## src/rtl/seq_divider16_pkg.sv

```systemverilog
// Shared definitions for the seq_divider16 iterative divider.
//   - state_t and the ST_* state constants for the control FSM
//   - DIV_WIDTH: operand / quotient / remainder width
//   - DBZ_QUOTIENT: quotient reported for an unsigned (or non-negative) divide by zero
// Optional build macro SEQ_DIVIDER16_SIGNED_EN adds the ST_FIXUP state.
package seq_divider16_pkg;

  localparam int DIV_WIDTH = 16;

  typedef logic [1:0] state_t;

  localparam state_t ST_IDLE  = 2'd0;
  localparam state_t ST_CALC  = 2'd1;
  localparam state_t ST_DONE  = 2'd2;
`ifdef SEQ_DIVIDER16_SIGNED_EN
  localparam state_t ST_FIXUP = 2'd3;
`endif

  localparam logic [DIV_WIDTH-1:0] DBZ_QUOTIENT = '1;

endpackage

```

## src/rtl/seq_divider16_sub16_borrow.sv

```systemverilog
// sub16_borrow: (WIDTH+1)-bit ripple subtractor that exposes the borrow-out.
// Built from the same full-adder cell chain as the ripple adder:
// diff = a + ~b + 1, and borrow is the inverted carry-out.
// Ports:
//   a      in  WIDTH+1  minuend
//   b      in  WIDTH+1  subtrahend
//   diff   out WIDTH+1  a - b (modulo 2^(WIDTH+1))
//   borrow out 1        1 when a < b
module sub16_borrow
  import seq_divider16_pkg::*;
#(
  parameter int WIDTH = DIV_WIDTH
) (
  input  logic [WIDTH:0] a,
  input  logic [WIDTH:0] b,
  output logic [WIDTH:0] diff,
  output logic           borrow
);

  logic [WIDTH+1:0] carry;
  logic [WIDTH:0]   b_inv;

  assign b_inv    = ~b;
  assign carry[0] = 1'b1;

  for (genvar i = 0; i <= WIDTH; i++) begin : g_cell
    assign diff[i]      = a[i] ^ b_inv[i] ^ carry[i];
    assign carry[i + 1] = (a[i] & b_inv[i]) | (carry[i] & (a[i] ^ b_inv[i]));
  end

  assign borrow = ~carry[WIDTH+1];

endmodule

```

## src/rtl/seq_divider16.sv

```systemverilog
// seq_divider16: iterative restoring divider, one quotient bit per cycle.
// Ports:
//   clk, rst      clock; synchronous active-high reset
//   start         begin a division (taken only while ready=1)
//   dividend      numerator, sampled on the accepted start
//   divisor       denominator, sampled on the accepted start
//   ready         high in IDLE and DONE
//   done          one-cycle pulse, results valid from this cycle
//   quotient      result, held until the next accepted start completes
//   remainder     result, held likewise
//   div_by_zero   divisor was zero; valid with done, held with the results
// Handshake: start is accepted on a rising edge where start=1 and ready=1;
// start while busy is ignored. done marks the first cycle the results are valid.
// Build macro SEQ_DIVIDER16_SIGNED_EN: two's-complement operands, with one extra
// sign fix-up cycle (latency WIDTH+2 instead of WIDTH+1).
module seq_divider16
  import seq_divider16_pkg::*;
#(
  parameter int WIDTH = DIV_WIDTH
) (
  input  logic             clk,
  input  logic             rst,
  input  logic             start,
  input  logic [WIDTH-1:0] dividend,
  input  logic [WIDTH-1:0] divisor,
  output logic             ready,
  output logic             done,
  output logic [WIDTH-1:0] quotient,
  output logic [WIDTH-1:0] remainder,
  output logic             div_by_zero
);

  localparam int CW = $clog2(WIDTH + 1);

  state_t         state;
  logic [CW-1:0]  count;
  logic [WIDTH-1:0] rem_r;
  logic [WIDTH-1:0] quo_r;
  logic [WIDTH-1:0] divisor_r;

  logic [WIDTH:0]   rem_shifted;
  logic [WIDTH:0]   trial;
  logic             borrow;
  logic [WIDTH-1:0] rem_next;
  logic [WIDTH-1:0] quo_next;
  logic [WIDTH-1:0] dvd_mag;
  logic [WIDTH-1:0] dvs_mag;
  logic [WIDTH-1:0] dbz_quo;

`ifdef SEQ_DIVIDER16_SIGNED_EN
  logic neg_q;
  logic neg_r;

  // The unsigned core always sees magnitudes; signs are restored in FIXUP.
  assign dvd_mag = dividend[WIDTH-1] ? -dividend : dividend;
  assign dvs_mag = divisor[WIDTH-1]  ? -divisor  : divisor;
  assign dbz_quo = dividend[WIDTH-1] ? WIDTH'(1) : DBZ_QUOTIENT;
`else
  assign dvd_mag = dividend;
  assign dvs_mag = divisor;
  assign dbz_quo = DBZ_QUOTIENT;
`endif

  // Partial remainder is kept below the divisor, so the shifted value needs
  // one extra bit; that bit is why the subtractor is WIDTH+1 wide.
  assign rem_shifted = {rem_r, quo_r[WIDTH-1]};

  sub16_borrow #(.WIDTH(WIDTH)) u_sub (
    .a      (rem_shifted),
    .b      ({1'b0, divisor_r}),
    .diff   (trial),
    .borrow (borrow)
  );

  assign rem_next = borrow ? rem_shifted[WIDTH-1:0] : trial[WIDTH-1:0];
  assign quo_next = {quo_r[WIDTH-2:0], ~borrow};

  assign ready = (state == ST_IDLE) || (state == ST_DONE);
  assign done  = (state == ST_DONE);

  always_ff @(posedge clk) begin
    if (rst) begin
      state       <= ST_IDLE;
      count       <= '0;
      rem_r       <= '0;
      quo_r       <= '0;
      divisor_r   <= '0;
      quotient    <= '0;
      remainder   <= '0;
      div_by_zero <= 1'b0;
`ifdef SEQ_DIVIDER16_SIGNED_EN
      neg_q       <= 1'b0;
      neg_r       <= 1'b0;
`endif
    end else begin
      case (state)
        ST_IDLE, ST_DONE: begin
          if (start) begin
            count     <= CW'(WIDTH);
            divisor_r <= dvs_mag;
`ifdef SEQ_DIVIDER16_SIGNED_EN
            neg_q     <= dividend[WIDTH-1] ^ divisor[WIDTH-1];
            neg_r     <= dividend[WIDTH-1];
`endif
            if (divisor == '0) begin
              // Short-circuit: results are known immediately.
              state       <= ST_DONE;
              quotient    <= dbz_quo;
              remainder   <= dividend;
              div_by_zero <= 1'b1;
            end else begin
              rem_r <= '0;
              quo_r <= dvd_mag;
              state <= ST_CALC;
            end
          end else begin
            state <= ST_IDLE;
          end
        end

        ST_CALC: begin
          rem_r <= rem_next;
          quo_r <= quo_next;
          count <= count - 1'b1;
          if (count == CW'(1)) begin
`ifdef SEQ_DIVIDER16_SIGNED_EN
            state <= ST_FIXUP;
`else
            state       <= ST_DONE;
            quotient    <= quo_next;
            remainder   <= rem_next;
            div_by_zero <= 1'b0;
`endif
          end
        end

`ifdef SEQ_DIVIDER16_SIGNED_EN
        ST_FIXUP: begin
          state       <= ST_DONE;
          quotient    <= neg_q ? -quo_r : quo_r;
          remainder   <= neg_r ? -rem_r : rem_r;
          div_by_zero <= 1'b0;
        end
`endif

        default: state <= ST_IDLE;
      endcase
    end
  end

endmodule
```

## config.mk

```make
export PLATFORM = sky130hd
export DESIGN_NAME = seq_divider16
export DESIGN_NICKNAME = d
export VERILOG_FILES = /design/src/rtl/seq_divider16_pkg.sv /design/src/rtl/seq_divider16_sub16_borrow.sv /design/src/rtl/seq_divider16.sv
export SDC_FILE = /design/constraint.sdc
export NUM_CORES = 1
export LEC_CHECK = 0
export BUFFER_PORTS_ARGS = -buffer_cell sky130_fd_sc_hd__buf_2
export CAP_MARGIN = 10
export CELL_PAD_IN_SITES_DETAIL_PLACEMENT = 0
export CELL_PAD_IN_SITES_GLOBAL_PLACEMENT = 1
export CORE_MARGIN = 4
export CORE_UTILIZATION = 42
export DETAILED_ROUTE_END_ITERATION = 10
export PLACE_DENSITY = 0.86
export SYNTH_ARGS = -nofsm -noshare
export SYNTH_HDL_FRONTEND = slang
export SYNTH_SLANG_ARGS = --single-unit
```

## constraint.sdc

```tcl
create_clock -name clk -period 9.3 [get_ports clk]
set_clock_uncertainty 0.05 [all_clocks]
set_input_delay 0.93 -clock clk [delete_from_list [all_inputs] [get_ports clk]]
set_output_delay 0.93 -clock clk [all_outputs]
set_load 0.03 [all_outputs]
```

==> results of run 1 <==
-- cells by family (layout without fill, tap and decap cells) --
kind of cell | Yosys count | count (layout) | synth area share [%]
fa+ha+maj | 18 | 18 | 7.90
buf+inv | 67 | 115 | 8.13
simple gates | 155 | 155 | 17.5
compound gates | 155 | 155 | 25.0
mux | 1 | 1 | 0.263
flops | 88 | 88 | 41.2
-- sequential cells by signal, summed over array words and instances (netlist names) --
name,cells
quotient,16
remainder,16
quo_r,16
rem_r,16
state,2
count,5
div_by_zero,1
divisor_r,16
-- where the power goes --
part	internal [mW]	switching [mW]	leakage [nW]
logic	0.0824	0.128	1.08
registers	0.404	0.0204	0.718
clock network	0.132	0.141	0.0989
total	0.619	0.290	1.90
-- cell type report --
cell class	count	area [um^2]	area share [%]
clock inverter	6	67.6	1.41
sequential	88	1760	36.8
clock buffer	10	138	2.87
inverter	24	90.1	1.88
multi-input combinational	329	2180	45.4
timing repair buffer	75	390	8.15
tap	133	166	3.47
-- through the flow --
step	total power [mW]	instances	hold WS (ps)	util (%)	setup WS (ps)
2_1_floorplan	0.589	484	384	-	2460
3_3_place_gp	0.640	649	389	46.5	2180
3_5_place_dp	0.643	649	398	46.5	2090
4_1_cts	0.913	665	410	48.6	2070
5_1_grt	0.961	665	429	48.6	1680
6_report	0.908	665	409	48.6	2050
-- synth_stat cells, drive strengths merged (2+ instances only) --
library cell / count
nor4: 5
a21oi: 49
nor2b: 4
clkbuf: 20
nor3: 5
nand2b: 15
buf: 23
dfxtp: 88
a211oi: 70
nand2: 52
fa: 15
ha: 3
o22ai: 12
and3: 16
a221oi: 18
inv: 24
and4: 2
nor2: 53
-- worst max-delay path, cell delays in order (launching register included) --
cell      delay [ps]
dfxtp_1          330
inv_1             50
ha_1             140
inv_1             40
fa_1             380
fa_1             400
fa_1             400
fa_1             410
fa_1             400
fa_1             400
fa_1             390
fa_1             400
fa_1             400
fa_1             400
fa_1             410
fa_1             400
fa_1             370
inv_1             80
fa_1             170
fa_1             150
nor2b_1          180
buf_4            250
and3_1           200
a221oi_1          60
a211oi_1         290
-- per-layer routing --
| metal | wire (um) | part of all wire (%) | GRT usage [%] | vias up |
|---|---|---|---|---|
| li1 | - | - | - | 1816 |
| met1 | 5190 | 48 | 26.7 | 1698 |
| met2 | 4880 | 45 | 28.7 | 112 |
| met3 | 639 | 5.9 | 5.03 | 17 |
| met4 | 163 | 1.5 | 6.13 | 0 |
| met5 | 0 | 0 | 0 | - |
-- worst min-delay path by stage --
stage                                   start  cells after the start  slack, ps                        end
global placement     div_by_zero$_SDFFE_PP0P_                      2        390   div_by_zero$_SDFFE_PP0P_
floorplan              rem_r[15]$_SDFFE_PP0P_                      2        380     rem_r[15]$_SDFFE_PP0P_
CTS                 divisor_r[5]$_SDFFE_PP0P_                      2        410  divisor_r[5]$_SDFFE_PP0P_
detailed placement  divisor_r[5]$_SDFFE_PP0P_                      2        400  divisor_r[5]$_SDFFE_PP0P_
global route        divisor_r[3]$_SDFFE_PP0P_                      2        430  divisor_r[3]$_SDFFE_PP0P_
finish              divisor_r[5]$_SDFFE_PP0P_                      2        410  divisor_r[5]$_SDFFE_PP0P_
==> results.json, run 1 <==
{
  "post_drt_wl_per_cell_um": 16.3,
  "cap_violations": 0,
  "diodes": 0,
  "boundaryPins": 70,
  "setup_viol_count_final": 0,
  "slew_viol_final": 0,
  "grt_start_max_net_pins": 101,
  "grt_antenna_before_repair": 0,
  "max_freq_mhz": 138,
  "synth_seq_cells": 88,
  "final_area_mm2": 0.00479,
  "reg2regPathDepth": 24,
  "rr_endpoint": "remainder[5]$_SDFFE_PP0P_",
  "period_share_pct": 77.9,
  "place.gp.congestion": 0.834,
  "synth_ff_type": "dfxtp_1",
  "post-cts-setup-buffer-count": 0,
  "synth.top_cell.area_share_pct": 41.2,
  "port_buffers": 69,
  "grt_usage_pct": 19.1,
  "yosysSeqAreaShare_pct": 41.2,
  "die_w_um": 109,
  "htreeDepth": 3,
  "power.density_mw_per_mm2": 190,
  "status": "finished, final reports clean",
  "ir_worst_vdd_uv": 95.4,
  "clk_latency_ps": 360,
  "dr.pass1.iters": 5,
  "syn_area_mm2": 0.00428,
  "worst_slew_pin_slew_ps": 1010,
  "syn_nets": 537,
  "r2r-start": "quo_r[15]$_SDFFE_PP0P_",
  "cts-root-buf": "clkbuf_8",
  "hpwlAfterDp_um": 7230,
  "synthArstFlopShare_pct": 0,
  "nFillCells": 963,
  "antenna_left": 0,
  "regToRegSetupSlack_ps": 2050,
  "dpl-instance-area_mm2": 0.00458,
  "routed_wl_um": 10900,
  "grt_setup_unrepaired": "false",
  "yosys-top-cells-area": "dfxtp_1 41%, a211oi_1 12%, fa_1 7.0%",
  "drive_gt1_share_pct": 19.5,
  "syn_inst": 484,
  "max_slew_margin_pct": 32.6,
  "coreArea_mm2": 0.00986,
  "start_util_pct": 43.4,
  "final_hold_viol_count": 0,
  "cts_resized": 0,
  "cts_made_buffers": 9,
  "cts_sinks": 88,
  "clk_path_buf_depth": 2,
  "via_per_inst": 5.48,
  "post_synth_num_cell_types": 37,
  "placementRows": 36,
  "leakagePower_nw": 1.90,
  "clk_pin_slew_ps": 90,
  "cp.required_ps": 9510,
  "die-area_mm2": 0.0119,
  "grt_pass1_wl_um": 17600,
  "synth_edf_count": 0,
  "crit_start": "quo_r[15]$_SDFFE_PP0P_",
  "cp-start-kind": "register",
  "cp-end-kind": "register",
  "fin_nets": 580,
  "num_vias": 3643,
  "area_growth_pct": 12.0,
  "hold_buffers": 0,
  "syn-mean-instance-area_um2": 8.84,
  "drt_iter0_drc": 234,
  "synth-warning-count": 0,
  "die_h_um": 109,
  "cts_tree": "yes",
  "layout_commonest_cell": "dfxtp_1",
  "remaining_drc_errors": 0,
  "hold_path_class": "register to register",
  "fin_setup_tns_ps": 0,
  "crit_end": "remainder[5]$_SDFFE_PP0P_",
  "layout_common_cells": "88 x dfxtp_1, 69 x buf_2, 67 x a211oi_1, 51 x nand2_1, 51 x nor2_1",
  "cp_max_fo": 20,
  "criticalPathCategory": "register to register",
  "yosys.area.top_type": "dfxtp_1",
  "arrival_ps": 7460,
  "grt_pass1_vias": 3502,
  "overflow": 0,
  "min_period_ps": 7250
}
(Power assumes the default switching activity.)
==> inputs of run 2 (changes only) <==
- CORE_UTILIZATION: 42 -> 38
- PLACE_DENSITY: 0.86 -> 0.82
- clock period: 9.3 -> 6 ns (I/O delays scaled with it)
==> results.json, run 2 (synthesized netlist as in run 1, its figures left out) <==
{
  "drive_gt1_share_pct": 30.1,
  "grt_setup_unrepaired": "true",
  "drt_iter0_drc": 320,
  "arrival_ps": 6720,
  "grt_pass1_wl_um": 18200,
  "period_share_pct": 109,
  "utilization_pct": 48.0,
  "violations": "setup timing",
  "min_delay_path_depth": 2,
  "fin_nets": 591,
  "min-delay-start": "divisor_r[13]$_SDFFE_PP0P_",
  "dr.pass1.iters": 5,
  "cts_made_buffers": 9,
  "hold_path_class": "register to register",
  "ir_worst_vdd_uv": 175,
  "max_freq_mhz": 154,
  "rr_endpoint": "remainder[11]$_SDFFE_PP0P_",
  "grt_usage_pct": 17.4,
  "start_util_pct": 39.1,
  "final_hold_viol_count": 0,
  "post_drt_wl_per_cell_um": 16.7,
  "place.gp.congestion": 0.796,
  "status": "finished, violations left",
  "clk_pin_slew_ps": 60,
  "cp.required_ps": 6200,
  "grt_start_max_net_pins": 53,
  "setup_slack_ps": -514,
  "clk_latency_ps": 340,
  "clk_path_buf_depth": 2,
  "power_mw": 1.72,
  "cp-start-kind": "register",
  "coreArea_mm2": 0.0109,
  "grt_antenna_before_repair": 0,
  "worst_slew_pin_slew_ps": 935,
  "cp-end-kind": "register",
  "r2r-start": "quo_r[15]$_SDFFE_PP0P_",
  "hpwlAfterDp_um": 7690,
  "die-area_mm2": 0.0130,
  "remaining_drc_errors": 0,
  "antenna_left": 0,
  "die_h_um": 114,
  "num_vias": 3729,
  "leakagePower_nw": 2.00,
  "cts-root-buf": "clkbuf_16",
  "fin_setup_tns_ps": -15200,
  "reg2regPathDepth": 25,
  "max_slew_margin_pct": 37.7,
  "grt_pass1_vias": 3553,
  "via_per_inst": 5.47,
  "slew_viol_final": 0,
  "setup_viol_count_final": 34,
  "die_w_um": 114,
  "routed_wl_um": 11400,
  "cts_sinks": 88,
  "boundaryPins": 70,
  "layout_commonest_cell": "dfxtp_1",
  "htreeDepth": 3,
  "regToRegSetupSlack_ps": -510,
  "area_growth_pct": 22.6,
  "port_buffers": 69,
  "cp_max_fo": 6,
  "min_period_ps": 6510,
  "hold_end": "divisor_r[13]$_SDFFE_PP0P_",
  "overflow": 0,
  "diodes": 0,
  "power.density_mw_per_mm2": 328,
  "layout_common_cells": "86 x dfxtp_1, 69 x buf_2, 64 x a211oi_1, 51 x nand2_1, 51 x nor2_1",
  "placementRows": 38,
  "criticalPathCategory": "register to register",
  "cts_tree": "yes",
  "cap_violations": 0
}
-- run 2: cell types whose count changed in the layout (fill, tap and decap cells not counted), sizes merged --
cell | before | now
clkinv | 2 | 0
buf | 75 | 84
inv | 25 | 26
clkbuf | 10 | 9
nor2 | 53 | 55
bufinv | 1 | 2
-- run 2: metal layers --
metal / up-vias / routed length, um / GRT usage (%)
met5: - / 0 / 0
met4: 0 / 86 / 4.28
met3: 9 / 715 / 3.86
met2: 122 / 5140 / 26.7
met1: 1750 / 5470 / 24.9
li1: 1848 / - / -
-- run 2: per-stage QoR --
step | hold WS [ps] | area, um^2 | setup slack, ps | cells
floorplan | 386 | 4390 | -205 | 484
global placement | 388 | 4710 | -431 | 661
detailed placement | 399 | 4710 | -503 | 661
CTS | 408 | 5060 | -464 | 676
global route | 422 | 5250 | -718 | 682
finish | 407 | 5250 | -514 | 682
-- run 2: how the worst max path moves through the flow --
stage                            from  slack [ps]  cells past startpoint                          to
6_report       quo_r[15]$_SDFFE_PP0P_        -510                     25  remainder[11]$_SDFFE_PP0P_
3_5_place_dp   quo_r[15]$_SDFFE_PP0P_        -500                     24      rem_r[13]$_SDFFE_PP0P_
4_1_cts        quo_r[15]$_SDFFE_PP0P_        -460                     24  remainder[14]$_SDFFE_PP0P_
3_3_place_gp   quo_r[15]$_SDFFE_PP0P_        -430                     24  remainder[12]$_SDFFE_PP0P_
5_1_grt        quo_r[15]$_SDFFE_PP0P_        -720                     25   remainder[2]$_SDFFE_PP0P_
2_1_floorplan  quo_r[15]$_SDFFE_PP0P_        -210                     24  remainder[10]$_SDFFE_PP0P_
-- run 2: timing repair --
item	4_1_cts	5_1_grt
setup endpoints to repair	34	34
hold buffers	0	0
cloned	0	3
resized for setup	6	32
setup buffers	0	3
pin swaps	7	17
-- run 2: cell type report --
class	instances	area, um^2
clock inverter	6	92.6
inverter	24	90.1
clock buffer	9	225
sequential	88	1760
tap	140	175
fill	1061	5690
multi-input combinational	331	2420
timing repair buffer	84	477
-- run 2: power by group --
part | switching [mW] | internal [mW]
logic | 0.257 | 0.199
clock network | 0.237 | 0.365
registers | 0.0339 | 0.627
total | 0.528 | 1.19
-- run 2: critical path: stages (launching register included) --
cell,delay (ps)
dfxtp_2,320
inv_2,60
ha_4,120
inv_2,30
fa_2,330
fa_2,350
fa_2,350
fa_2,350
fa_2,350
fa_2,340
fa_2,340
fa_2,340
fa_2,350
fa_2,360
fa_2,350
fa_2,350
fa_2,340
inv_2,60
fa_2,190
fa_2,190
nor2b_4,160
buf_6,150
buf_6,130
and3_4,190
a221oi_2,50
a211oi_1,220
==> inputs of run 3 (changes only) <==
- CORE_MARGIN: 4 -> 2
==> results.json, run 3 (synthesized netlist as in run 1, its figures left out) <==
{
  "cp-start-kind": "register",
  "clk_latency_ps": 340,
  "crit_path_frequent_cell": "fa_2",
  "start_util_pct": 39.1,
  "post_drt_wl_per_cell_um": 16.6,
  "routed_wl_um": 11400,
  "ir_worst_vdd_uv": 149,
  "crit_path_top_delay_cell": "fa_2",
  "utilization_pct": 48.1,
  "leakagePower_nw": 1.99,
  "layout.cells.non_filler": 683,
  "cts_sinks": 88,
  "arrival_ps": 6640,
  "hpwlAfterDp_um": 7580,
  "grt_start_max_net_pins": 86,
  "power.density_mw_per_mm2": 315,
  "final_hold_viol_count": 0,
  "layout_common_cells": "86 x dfxtp_1, 69 x buf_2, 62 x a211oi_1, 51 x nand2_1, 51 x nor2_1",
  "setup_slack_ps": -519,
  "grt_usage_pct": 19.4,
  "period_share_pct": 109,
  "cap_violations": 0,
  "diodes": 0,
  "die_h_um": 110,
  "clk_pin_slew_ps": 60,
  "placementRows": 38,
  "cp_cell_sequence": "inv_2 -> ha_4 -> inv_2 -> fa_2 -> fa_2 -> fa_2 -> fa_2 -> fa_2 -> fa_2 -> fa_2 -> fa_2 -> fa_2 -> fa_2 -> fa_2 -> fa_2 -> fa_2 -> inv_2 -> fa_2 -> fa_2 -> nor2b_4 -> buf_6 -> nor2_4 -> a221oi_2 -> a211oi_1",
  "max_stage_delay_ps": 350,
  "criticalPathCategory": "register to register",
  "cts_made_buffers": 9,
  "violations": "setup timing",
  "grt_pass1_wl_um": 18300,
  "drive_gt1_share_pct": 32.6,
  "max_slew_margin_pct": 34.4,
  "die-area_mm2": 0.0121,
  "via_per_inst": 5.41,
  "status": "finished, violations left",
  "final_area_mm2": 0.00526,
  "min_period_ps": 6520,
  "cts_tree": "yes",
  "clk_path_buf_depth": 2,
  "fin_nets": 591,
  "place.gp.congestion": 0.835,
  "grt_setup_unrepaired": "true",
  "overflow": 0,
  "cp.required_ps": 6120,
  "htreeDepth": 3,
  "dr.pass1.iters": 5,
  "num_vias": 3695,
  "grt_antenna_before_repair": 0,
  "port_buffers": 69,
  "grt_pass1_vias": 3550,
  "dpl-instance-area_mm2": 0.00471,
  "layout_commonest_cell": "dfxtp_1",
  "area_growth_pct": 23.0,
  "cts-root-buf": "clkbuf_16",
  "drt_iter0_drc": 285,
  "fin_hold_ws_ps": 406,
  "remaining_drc_errors": 0,
  "max_freq_mhz": 153,
  "coreArea_mm2": 0.0109,
  "cp_max_fo": 6,
  "boundaryPins": 70,
  "placed_cells_incl_taps": 661,
  "slew_viol_final": 0,
  "worst_slew_pin_slew_ps": 983,
  "die_w_um": 110,
  "hold_path_class": "register to register",
  "setup_viol_count_final": 34,
  "nFillCells": 1059,
  "cp-end-kind": "register",
  "antenna_left": 0
}
## run 3: cell type report
cell class | instances | area (um^2) | area share (%)
Timing Repair Buffer | 84 | 484 | 9.20
Tap cell | 140 | 175 | 3.33
Inverter | 24 | 90.1 | 1.71
Sequential cell | 88 | 1760 | 33.5
Clock inverter | 6 | 42.5 | 0.809
Multi-Input combinational cell | 331 | 2470 | 46.9
Clock buffer | 10 | 239 | 4.54
## run 3: routing by layer
layer  global-route usage, %  share of wire, %  up-vias
li1                        -                 -     1850
met1                    28.1                49     1742
met2                    29.7                46       96
met3                    3.41               5.1        7
met4                    5.09              0.72        0
met5                       0                 0        -
## run 3: per-stage QoR
| stage | setup TNS [ps] | power (mW) | worst slack, ps |
|---|---|---|---|
| after detailed placement | -14160 | 1.04 | -500 |
| after global placement | -12340 | 1.03 | -443 |
| final | -15450 | 1.66 | -519 |
| after CTS | -13210 | 1.63 | -446 |
| after global routing | -21080 | 1.74 | -687 |
| after floorplan | -4870 | 0.950 | -205 |
## run 3: worst max-delay path: cells and delay by family, from the launching register on
| kind | cells | cell delay [ps] |
|---|---|---|
| fa+ha+maj | 16 | 4990 |
| simple gates | 2 | 250 |
| buf+inv | 4 | 320 |
| compound gates | 2 | 440 |
| flops | 1 | 320 |
## run 3: final timing paths
path                                    from                    endpoint  slack (ps)  depth (start not counted)
setup / recovery      quo_r[15]$_SDFFE_PP0P_  remainder[12]$_SDFFE_PP0P_        -520                         24
hold / removal    divisor_r[11]$_SDFFE_PP0P_  divisor_r[11]$_SDFFE_PP0P_         410                          2
setup reg to reg      quo_r[15]$_SDFFE_PP0P_  remainder[12]$_SDFFE_PP0P_        -520                         24
hold reg to reg   divisor_r[11]$_SDFFE_PP0P_  divisor_r[11]$_SDFFE_PP0P_         410                          2
## run 3: power by group
| group | leakage [nW] | switching, mW | internal, mW |
|---|---|---|---|
| sequential | 0.719 | 0.0338 | 0.627 |
| combinational | 1.13 | 0.262 | 0.203 |
| clock | 0.135 | 0.237 | 0.293 |
## run 3: what timing repair did
item | in CTS | in global routing
setup endpoints to repair | 34 | 34
hold buffers | 0 | 0
cloned | 3 | 0
gates resized for setup | 27 | 24
setup buffers | 3 | 0
pin swaps | 22 | 6
